==> src/rtl/spi_txn_sequencer_pkg.sv <==
// Shared types and widths for the SPI transaction sequencer.
// Entries carry the transaction-final flag above the data byte.
package spi_seq_pkg;

    localparam int BYTE_W  = 8;
    localparam int ENTRY_W = BYTE_W + 1;

    typedef enum logic [2:0] {
        IDLE      = 3'd0,
        START     = 3'd1,
        WAIT_BUSY = 3'd2,
        WAIT_DONE = 3'd3,
        CAPTURE   = 3'd4
    } seq_state_t;

    function automatic logic [ENTRY_W-1:0] pack_entry(input logic last, input logic [BYTE_W-1:0] data);
        return {last, data};
    endfunction

endpackage

==> src/rtl/sync_fifo.sv <==
// Single-clock FIFO with a registered occupancy count.
// Pointers wrap naturally because DEPTH is a power of two.
module sync_fifo #(
    parameter int WIDTH = 9,
    parameter int DEPTH = 8
) (
    input  logic                   clk,
    input  logic                   rst_n,
    input  logic                   push,
    input  logic [WIDTH-1:0]       wr_data,
    input  logic                   pop,
    output logic [WIDTH-1:0]       rd_data,
    output logic                   full,
    output logic                   empty,
    output logic [$clog2(DEPTH):0] count
);
    localparam int PTR_W = $clog2(DEPTH);
    localparam int CNT_W = PTR_W + 1;

    logic [WIDTH-1:0] mem_r [DEPTH];
    logic [PTR_W-1:0] wr_ptr_r;
    logic [PTR_W-1:0] rd_ptr_r;
    logic [CNT_W-1:0] count_r;
    logic             push_s;
    logic             pop_s;

    assign full    = (count_r == CNT_W'(DEPTH));
    assign empty   = (count_r == {CNT_W{1'b0}});
    assign count   = count_r;
    assign rd_data = mem_r[rd_ptr_r];
    assign push_s  = push && !full;
    assign pop_s   = pop && !empty;

    // Pointer and occupancy bookkeeping.
    always_ff @(posedge clk or negedge rst_n) begin
        if (!rst_n) begin
            wr_ptr_r <= {PTR_W{1'b0}};
            rd_ptr_r <= {PTR_W{1'b0}};
            count_r  <= {CNT_W{1'b0}};
        end else begin
            if (push_s) begin
                wr_ptr_r <= wr_ptr_r + PTR_W'(1'b1);
            end
            if (pop_s) begin
                rd_ptr_r <= rd_ptr_r + PTR_W'(1'b1);
            end
            case ({push_s, pop_s})
                2'b10:   count_r <= count_r + CNT_W'(1'b1);
                2'b01:   count_r <= count_r - CNT_W'(1'b1);
                default: count_r <= count_r;
            endcase
        end
    end

    // Entry storage, cleared so the head reads zero after reset.
    always_ff @(posedge clk or negedge rst_n) begin
        if (!rst_n) begin
            for (int i = 0; i < DEPTH; i++) begin
                mem_r[i] <= {WIDTH{1'b0}};
            end
        end else if (push_s) begin
            mem_r[wr_ptr_r] <= wr_data;
        end
    end

endmodule

==> src/rtl/spi_txn_sequencer.sv <==
// Feeds buffered host bytes to the SPI byte driver one at a time and
// returns each received byte, tagged with its framing bit, through an RX FIFO.
module spi_txn_sequencer
    import spi_seq_pkg::*;
#(
    parameter int FIFO_DEPTH    = 8,
    parameter int START_TIMEOUT = 15
) (
    input  logic              clk,
    input  logic              rst_n,
    input  logic              tx_valid,
    output logic              tx_ready,
    input  logic [BYTE_W-1:0] tx_data,
    input  logic              tx_last,
    output logic              rx_valid,
    input  logic              rx_ready,
    output logic [BYTE_W-1:0] rx_data,
    output logic              rx_last,
    output logic [BYTE_W-1:0] drv_data_in,
    output logic              drv_start,
    input  logic              drv_busy,
    input  logic [BYTE_W-1:0] drv_data_out,
    output logic              txn_active,
    output logic              err_timeout,
    input  logic              err_clr
);
    localparam int CNT_W = $clog2(FIFO_DEPTH) + 1;
    localparam int TO_W  = $clog2(START_TIMEOUT + 1);

    seq_state_t         state_r;
    logic               cur_last_r;
    logic [TO_W-1:0]    to_cnt_r;

    logic [ENTRY_W-1:0] tx_wr_s;
    logic [ENTRY_W-1:0] tx_rd_s;
    logic               tx_push_s;
    logic               tx_pop_s;
    logic               tx_full_s;
    logic               tx_empty_s;
    logic [CNT_W-1:0]   tx_count_s;

    logic [ENTRY_W-1:0] rx_wr_s;
    logic [ENTRY_W-1:0] rx_rd_s;
    logic               rx_push_s;
    logic               rx_pop_s;
    logic               rx_full_s;
    logic               rx_empty_s;
    logic [CNT_W-1:0]   rx_count_s;

    logic               start_ok_s;

    // Both the flag and the count must agree before a slot is trusted.
    assign tx_ready   = !tx_full_s && (tx_count_s != CNT_W'(FIFO_DEPTH));
    assign tx_push_s  = tx_valid && tx_ready;
    assign tx_wr_s    = pack_entry(tx_last, tx_data);
    assign start_ok_s = !tx_empty_s && !rx_full_s && (rx_count_s <= CNT_W'(FIFO_DEPTH - 1));
    assign tx_pop_s   = (state_r == IDLE) && start_ok_s;

    assign rx_push_s  = (state_r == CAPTURE);
    assign rx_wr_s    = pack_entry(cur_last_r, drv_data_out);
    assign rx_valid   = !rx_empty_s;
    assign rx_pop_s   = rx_valid && rx_ready;
    assign rx_data    = rx_rd_s[BYTE_W-1:0];
    assign rx_last    = rx_rd_s[BYTE_W];

    sync_fifo #(.WIDTH(ENTRY_W), .DEPTH(FIFO_DEPTH)) u_tx_fifo (
        .clk     (clk),
        .rst_n   (rst_n),
        .push    (tx_push_s),
        .wr_data (tx_wr_s),
        .pop     (tx_pop_s),
        .rd_data (tx_rd_s),
        .full    (tx_full_s),
        .empty   (tx_empty_s),
        .count   (tx_count_s)
    );

    sync_fifo #(.WIDTH(ENTRY_W), .DEPTH(FIFO_DEPTH)) u_rx_fifo (
        .clk     (clk),
        .rst_n   (rst_n),
        .push    (rx_push_s),
        .wr_data (rx_wr_s),
        .pop     (rx_pop_s),
        .rd_data (rx_rd_s),
        .full    (rx_full_s),
        .empty   (rx_empty_s),
        .count   (rx_count_s)
    );

    // Byte sequencing FSM with start-timeout watchdog and sticky error flag.
    always_ff @(posedge clk or negedge rst_n) begin
        if (!rst_n) begin
            state_r     <= IDLE;
            cur_last_r  <= 1'b0;
            to_cnt_r    <= {TO_W{1'b0}};
            drv_data_in <= {BYTE_W{1'b0}};
            drv_start   <= 1'b0;
            txn_active  <= 1'b0;
            err_timeout <= 1'b0;
        end else begin
            drv_start <= 1'b0;
            if (err_clr) begin
                err_timeout <= 1'b0;
            end
            case (state_r)
                IDLE: begin
                    if (start_ok_s) begin
                        drv_data_in <= tx_rd_s[BYTE_W-1:0];
                        cur_last_r  <= tx_rd_s[BYTE_W];
                        txn_active  <= 1'b1;
                        drv_start   <= 1'b1;
                        state_r     <= START;
                    end
                end
                START: begin
                    to_cnt_r <= {TO_W{1'b0}};
                    state_r  <= WAIT_BUSY;
                end
                WAIT_BUSY: begin
                    if (drv_busy) begin
                        state_r <= WAIT_DONE;
                    end else if (to_cnt_r == TO_W'(START_TIMEOUT - 1)) begin
                        // Byte is dropped; a new timeout beats a same-cycle clear.
                        err_timeout <= 1'b1;
                        if (cur_last_r) begin
                            txn_active <= 1'b0;
                        end
                        state_r <= IDLE;
                    end else begin
                        to_cnt_r <= to_cnt_r + TO_W'(1'b1);
                    end
                end
                WAIT_DONE: begin
                    if (!drv_busy) begin
                        state_r <= CAPTURE;
                    end
                end
                CAPTURE: begin
                    if (cur_last_r) begin
                        txn_active <= 1'b0;
                    end
                    state_r <= IDLE;
                end
                default: state_r <= IDLE;
            endcase
        end
    end

endmodule
==> config.mk <==
export PLATFORM = sky130hd
export DESIGN_NAME = spi_txn_sequencer
export DESIGN_NICKNAME = d
export VERILOG_FILES = /design/src/rtl/spi_txn_sequencer_pkg.sv /design/src/rtl/sync_fifo.sv /design/src/rtl/spi_txn_sequencer.sv
export SDC_FILE = /design/constraint.sdc
export NUM_CORES = 1
export LEC_CHECK = 0
export CORE_ASPECT_RATIO = 2
export CORE_MARGIN = 4
export CORE_UTILIZATION = 54
export CTS_CLUSTER_SIZE = 12
export DETAILED_ROUTE_END_ITERATION = 10
export HOLD_SLACK_MARGIN = 0.05
export PLACE_DENSITY_LB_ADDON = 0.2
export SETUP_SLACK_MARGIN = 0.1
export SYNTH_ARGS = -nofsm -noshare
export SYNTH_HDL_FRONTEND = slang
export SYNTH_SLANG_ARGS = --single-unit
export TNS_END_PERCENT = 50
==> constraint.sdc <==
create_clock -name clk -period 3 [get_ports clk]
set_clock_uncertainty 0.2 [all_clocks]
set_input_delay 0.6 -clock clk [delete_from_list [all_inputs] [get_ports clk]]
set_output_delay 0.6 -clock clk [all_outputs]
set_load 0.005 [all_outputs]
# After elaboration in Yosys (flattened, before gate mapping)
# Index checks and enable logic that the tools add are counted.
[word_totals]
regBits = 183
inputBits = 23
out_inout_bits = 22
[classes]
addsub = 9
n_lt_le_gt_ge = 7
eq_ne = 18
muxes = 33
bitwise = 4
reduce_logical = 27
[op_table]
columns = ["operator", "n"]
rows = [
  ["72-bit bitwise mux", 2],
  ["9-bit binary-select mux with 3-bit select", 2],
  ["9-bit demux with 3-bit select", 2],
  ["9-bit 2-to-1 mux", 6],
  ["4-bit one-hot mux with 2 select lines", 3],
  ["4-bit >= comparator (second input constant)", 4],
  ["3-bit inverter with 4-bit output", 4],
  ["3-bit by 1-bit adder with 3-bit output (second input constant)", 4],
  ["4-bit by 1-bit adder with 4-bit output (second input constant)", 3],
  ["4-bit equality test (second input constant)", 3],
  ["1-bit logical AND", 12],
  ["3-bit 2-to-1 mux", 4],
  ["3-bit one-hot mux with 4 select lines", 1],
  ["1-bit 2-to-1 mux", 10],
  ["2-bit inequality test (second input constant)", 5],
  ["4-bit logical NOT", 2],
  ["4-bit by 1-bit < comparator with 1-bit output (second input constant)", 2],
  ["4-bit 2-to-1 mux", 2],
  ["4-bit by 1-bit subtractor with 4-bit output (second input constant)", 2],
  ["3-bit by 2-bit equality test with 1-bit output (second input constant)", 2],
  ["3-bit AND reduction", 2],
  ["2-bit nonzero test", 3],
  ["2-bit by 1-bit equality test with 1-bit output (second input constant)", 2],
  ["2-bit equality test (second input constant)", 2],
  ["other kinds (11)", 14],
]

# Depth between registers and ports, before layout
[logic_depth]
word_depth = 8
depth_mapped = 10

# Modules after synthesis
# Synthesis repeated with hierarchy kept, for this count alone.
[hier_totals]
hier_cells = 565
area_unflattened_um2 = 8787.2
[by_module_without_submodules]
columns = ["mod", "instances", "cells_per_inst", "area_each_um2", "seq_area_each_um2"]
rows = [
  ["sync_fifo at u_tx_fifo", 1, 247, 3967.6, 2052.0],
  ["sync_fifo at u_rx_fifo", 1, 247, 3960.0, 2052.0],
  ["spi_txn_sequencer", 1, 71, 859.6, 475.5],
]

# Worst setup path after synthesis
# No wires, ideal clock.
[synth_path]
path_kind = "register to register"
startpoint = "register state_r[1]"
endpoint = "register u_tx_fifo.count_r[3] (netlist: u_tx_fifo.count[3])"
setup_ps = 116
arrival_ps = 2500
path_slack_ps = 184
path_stages_with_launch = 9
path_buffers = 1
period_less_slack_ps = 2816
cell_sequence = "dfrtp_1 nor2_4 nor4b_1 clkbuf_1 ha_1 ha_1 a21oi_1 o21ai_0 o311ai_0"
[synth_between]
elab_chain_len = 5
word_cells_on_any_way = 7
cone_classes = "eq/ne: 2; mux: 1; reduce/logical: 4"
[synth_rtl]
columns = ["element", "line_no", "source"]
rows = [
  ["start, declared", "spi_txn_sequencer.sv:30", "seq_state_t state_r;"],
  ["start signal, assigned", "spi_txn_sequencer.sv:93", "state_r <= IDLE;"],
  ["start signal, assigned", "spi_txn_sequencer.sv:112", "state_r <= START;"],
  ["start signal, assigned", "spi_txn_sequencer.sv:117", "state_r <= WAIT_BUSY;"],
  ["3-bit logical NOT *", "spi_txn_sequencer.sv:57", "assign tx_pop_s = (state_r == IDLE) && start_ok_s;"],
  ["1-bit logical AND *", "spi_txn_sequencer.sv:57", ""],
  ["1-bit logical AND *", "sync_fifo.sv:32", "assign pop_s = pop && !empty;"],
  ["named net u_tx_fifo.pop_s", "sync_fifo.sv:25", "logic pop_s;"],
  ["2-bit by 1-bit equality test with 1-bit output or 2-bit equality test (tied branches)", "sync_fifo.sv:47", "case ({push_s, pop_s})"],
  ["4-bit one-hot mux with 2 select lines or 2-bit nonzero test (tied branches)", "--", ""],
  ["end signal, assigned", "sync_fifo.sv:48", "2'b10: count_r <= count_r + CNT_W'(1'b1);"],
  ["end signal, assigned", "sync_fifo.sv:49", "2'b01: count_r <= count_r - CNT_W'(1'b1);"],
  ["end signal, assigned", "sync_fifo.sv:50", "default: count_r <= count_r;"],
  ["end, declared", "sync_fifo.sv:23", "logic [CNT_W-1:0] count_r;"],
]
# Mark *: on every way through the listed nets, which the timed path passes. The rest lies on a longest branch.
# A chain may end at the register's enable or synchronous reset.

# Worst setup path in the final report
[layout_path]
startpoint = "register u_rx_fifo.rd_ptr_r[0]"
endpoint = "output rx_data[5]"
[layout_between]
elab_chain_len = 4
[layout_rtl]
columns = ["element", "line_no", "source"]
rows = [
  ["start, declared", "sync_fifo.sv:22", "logic [PTR_W-1:0] rd_ptr_r;"],
  ["start signal, assigned", "sync_fifo.sv:38", "rd_ptr_r <= {PTR_W{1'b0}};"],
  ["start signal, assigned", "sync_fifo.sv:45", "rd_ptr_r <= rd_ptr_r + PTR_W'(1'b1);"],
  ["3-bit inverter with 4-bit output (implied by the code)", "sync_fifo.sv:30", "assign rd_data = mem_r[rd_ptr_r];"],
  ["9-bit binary-select mux with 3-bit select", "sync_fifo.sv:30", ""],
  ["9-bit 2-to-1 mux (implied by the code) (2 in a row)", "sync_fifo.sv:30", ""],
  ["end, declared", "spi_txn_sequencer.sv:17", "output logic [BYTE_W-1:0] rx_data,"],
]
# No other way between the ends. The select of a mux whose other input is x is not followed.

==> flow_summary.toml <==
[run_status]
outcome = "finished clean"

[logic_synthesis]
synthCells = 568
syn_nets = 605
seq_area_frac_synth_pct = 53.8
synth-seq-cells = 183
synth_cell_types = 45
synth_edf_count = 0
syn_area_um2 = 8510
synthArstFlopShare_pct = 100
synth_area_per_cell_um2 = 15.0
ys_warn_count = 0
synthFlopType = "dfrtp_1"

[critical_path]
required_ns = 2.20
crit_start = "u_rx_fifo.rd_ptr_r[0]$_DFFE_PN0P_"
rr_endpoint = "u_tx_fifo.count[3]$_DFFE_PN0P_"
reg2reg_depth = 8
cp_max_fo = 5
cp-start-kind = "register"
worstSetupPathType = "register to output port"
reg2reg_slack_ns = 0.28
cp-end-kind = "output port"
worstReg2RegStart = "u_tx_fifo.count[0]$_DFFE_PN0P_"
arrival_ns = 2.07
crit_path_end = "rx_data[5]"

[floorplan]
io_pins = 45
dieArea_um2 = 18000
die_x_um = 96.8
rows = 64
initial_utilization_pct = 55.4
chipHeight_um = 186
core_um2 = 15400

[clock_network]
clock-sinks = 183
htree_levels = 4
cts_made_buffers = 17
clockRootBuffer = "clkbuf_16"
clock_tree.buffer_depth = 2
path_clk_slew_ns = 0.07
cts_tree = "done"
clk_latency_ns = 0.43

[drt]
vias = 4876
ant_nets = 0
drtPass1Iterations = 4
avgViaCountPerCell = 5.74
drtIter0Drc = 120
wl_mm = 17.8
drc_errors = 0
avgRoutedWirePerCell_um = 21.0

[timing]
rsz0062_at_grt = "yes"
setup_tns_ns = 0
final_max_slew_viol_count = 0
finalHoldViolCount = 0
fin_crit_sh_pct = 95.6
relSlewSlack_pct = 24.1
worst_pin_slew_ns = 1.13
setup_violations = 0
fin_crit_ns = 2.87
layout_setup_ws_ns = 0.132
fmax_mhz = 349

[power_and_ir_drop]
vdd_ir_drop_max_uv = 574
p_per_area_nw_per_um2 = 1030
p_leak_nw = 4.41
p_total_w = 0.0104

[layout]
area_growth_pct = 17.6
nets = 675
n_fill_cell = 1133
drive_gt1_share_pct = 44.1
final_common_cell = "dfrtp_1"
layout_common_cells = "dfrtp_1 (181), mux2_2 (139), mux4_2 (36), clkdlybuf4s50_1 (34), buf_4 (21)"
antenna_cells = 0

[job]
cap_violations = 0

[hold_path]
hp-class = "register to register"

[global_route]
grt_pass1_wl_mm = 29.7
overflow = 0
antenna_found_initial = 0
grt_use_total_pct = 21.5
grt_max_degree = 71
grt_pass1_vias = 5640

[placement]
port_buffers = 44
hpwl_mm = 12.1
preCtsSetupSlack_ns = 0.000260
place_congestion = 0.760
report_power, final:
| part | leakage (nW) | internal (W) | switching (W) |
|---|---|---|---|
| clock | 0.290 | 0.00121 | 0.00103 |
| sequential | 2.23 | 0.00342 | 0.000770 |
| combinational | 1.89 | 0.00242 | 0.00150 |
| total | 4.41 | 0.00705 | 0.00331 |
layer usage:
metal / share of wire (%) / GRT usage [%]
met4: 2.1 / 7.48
met5: 0 / 0
met3: 2.2 / 3.86
met2: 58 / 41.9
met1: 38 / 23.1
state kept, by name, indices dropped and copies added (netlist names):
signal	count
u_tx_fifo.wr_ptr_r	3
u_tx_fifo.rd_ptr_r	3
u_rx_fifo.rd_ptr_r	3
to_cnt_r	4
state_r	3
u_rx_fifo.mem_r	72
u_tx_fifo.count	4
u_tx_fifo.mem_r	72
u_rx_fifo.count	4
err_timeout	1
u_rx_fifo.wr_ptr_r	3
drv_data_in	8
cur_last_r	1
txn_active	1
drv_start	1
synth_stat cells (3+ instances only):
library cell    n  area (um2)
dfrtp_1       183        4580
mux2_2        144        1620
mux4_2         36         811
nor2_1         18        67.6
inv_1          17        63.8
nand2_1        16        60.1
a21oi_1        13        65.1
clkbuf_1       12        45.0
ha_1           12         150
mux2_4         11         165
mux2i_1        11         110
o21ai_0        11        55.1
xnor2_1         9        78.8
nand3_1         6        30.0
nand2b_1        5        31.3
xor2_1          5        43.8
buf_2           4        20.0
nand3_2         4        40.0
buf_1           3        11.3
nand4_2         3        37.5
nand4b_2        3        45.0
nor3_1          3        15.0
nor4_1          3        18.8
nor4b_1         3        26.3
or4_1           3        22.5
logic make-up after synthesis:
group | after synthesis | share of synthesized area [%]
AOI/OAI and AO/OA | 28 | 1.82
buffers and inverters | 43 | 2.50
DFF | 183 | 53.8
xor gates and xnor gates | 14 | 1.44
and+or+nand+nor | 84 | 6.42
muxes | 202 | 31.8
adders and majority gates | 14 | 2.23
area by class of cell:
class                           instances  area [um2]  area share, %
Tap cell                              198         248           2.47
Timing Repair Buffer                   75         737           7.36
Sequential cell                       183        4580           45.8
Clock buffer                           18         439           4.39
Inverter                               19        78.8          0.787
Multi-Input combinational cell        342        3770           37.6
Clock inverter                         14         163           1.62
worst min-delay path by stage:
stage                                          from                              end  slack, ns  cells after the start
floorplan                                     rst_n           cur_last_r$_DFFE_PN0N_       0.10                      0
finish               u_rx_fifo.mem_r[0]$_DFFE_PN0P_   u_rx_fifo.mem_r[0]$_DFFE_PN0P_       0.30                      1
CTS                 u_rx_fifo.mem_r[15]$_DFFE_PN0P_  u_rx_fifo.mem_r[15]$_DFFE_PN0P_       0.31                      1
global route        u_tx_fifo.mem_r[32]$_DFFE_PN0P_  u_tx_fifo.mem_r[32]$_DFFE_PN0P_       0.31                      1
detailed placement  u_tx_fifo.mem_r[32]$_DFFE_PN0P_  u_tx_fifo.mem_r[32]$_DFFE_PN0P_       0.29                      1
global placement    u_tx_fifo.mem_r[13]$_DFFE_PN0P_  u_tx_fifo.mem_r[13]$_DFFE_PN0P_       0.28                      1
worst max-delay path, cell delays in order, from the launching register on:
cell           delay (ns)
dfrtp_2              0.45
clkbuf_16            0.18
mux4_2               0.49
mux2_2               0.27
dlygate4sd2_1        0.26
stage by stage:
stage	instances	util, %	instance area, um2	hold WS [ns]
global placement	804	60.2	9260	0.282
detailed placement	804	60.2	9260	0.288
floorplan	568	-	8510	0.104
global route	849	65.1	10000	0.313
CTS	848	65.0	9990	0.305
finish	849	65.1	10000	0.303
timing repair:
item / 4_1_cts / 5_1_grt
hold buffers: 1 / 0
endpoints found under the setup margin: 10 / 9
gates resized for setup: 43 / 9
setup buffers: 10 / 1
pin swaps: 0 / 1
gates cloned: 1 / 0
hold endpoints to repair: 65 / 0
Power figures use the tool's default switching activity.
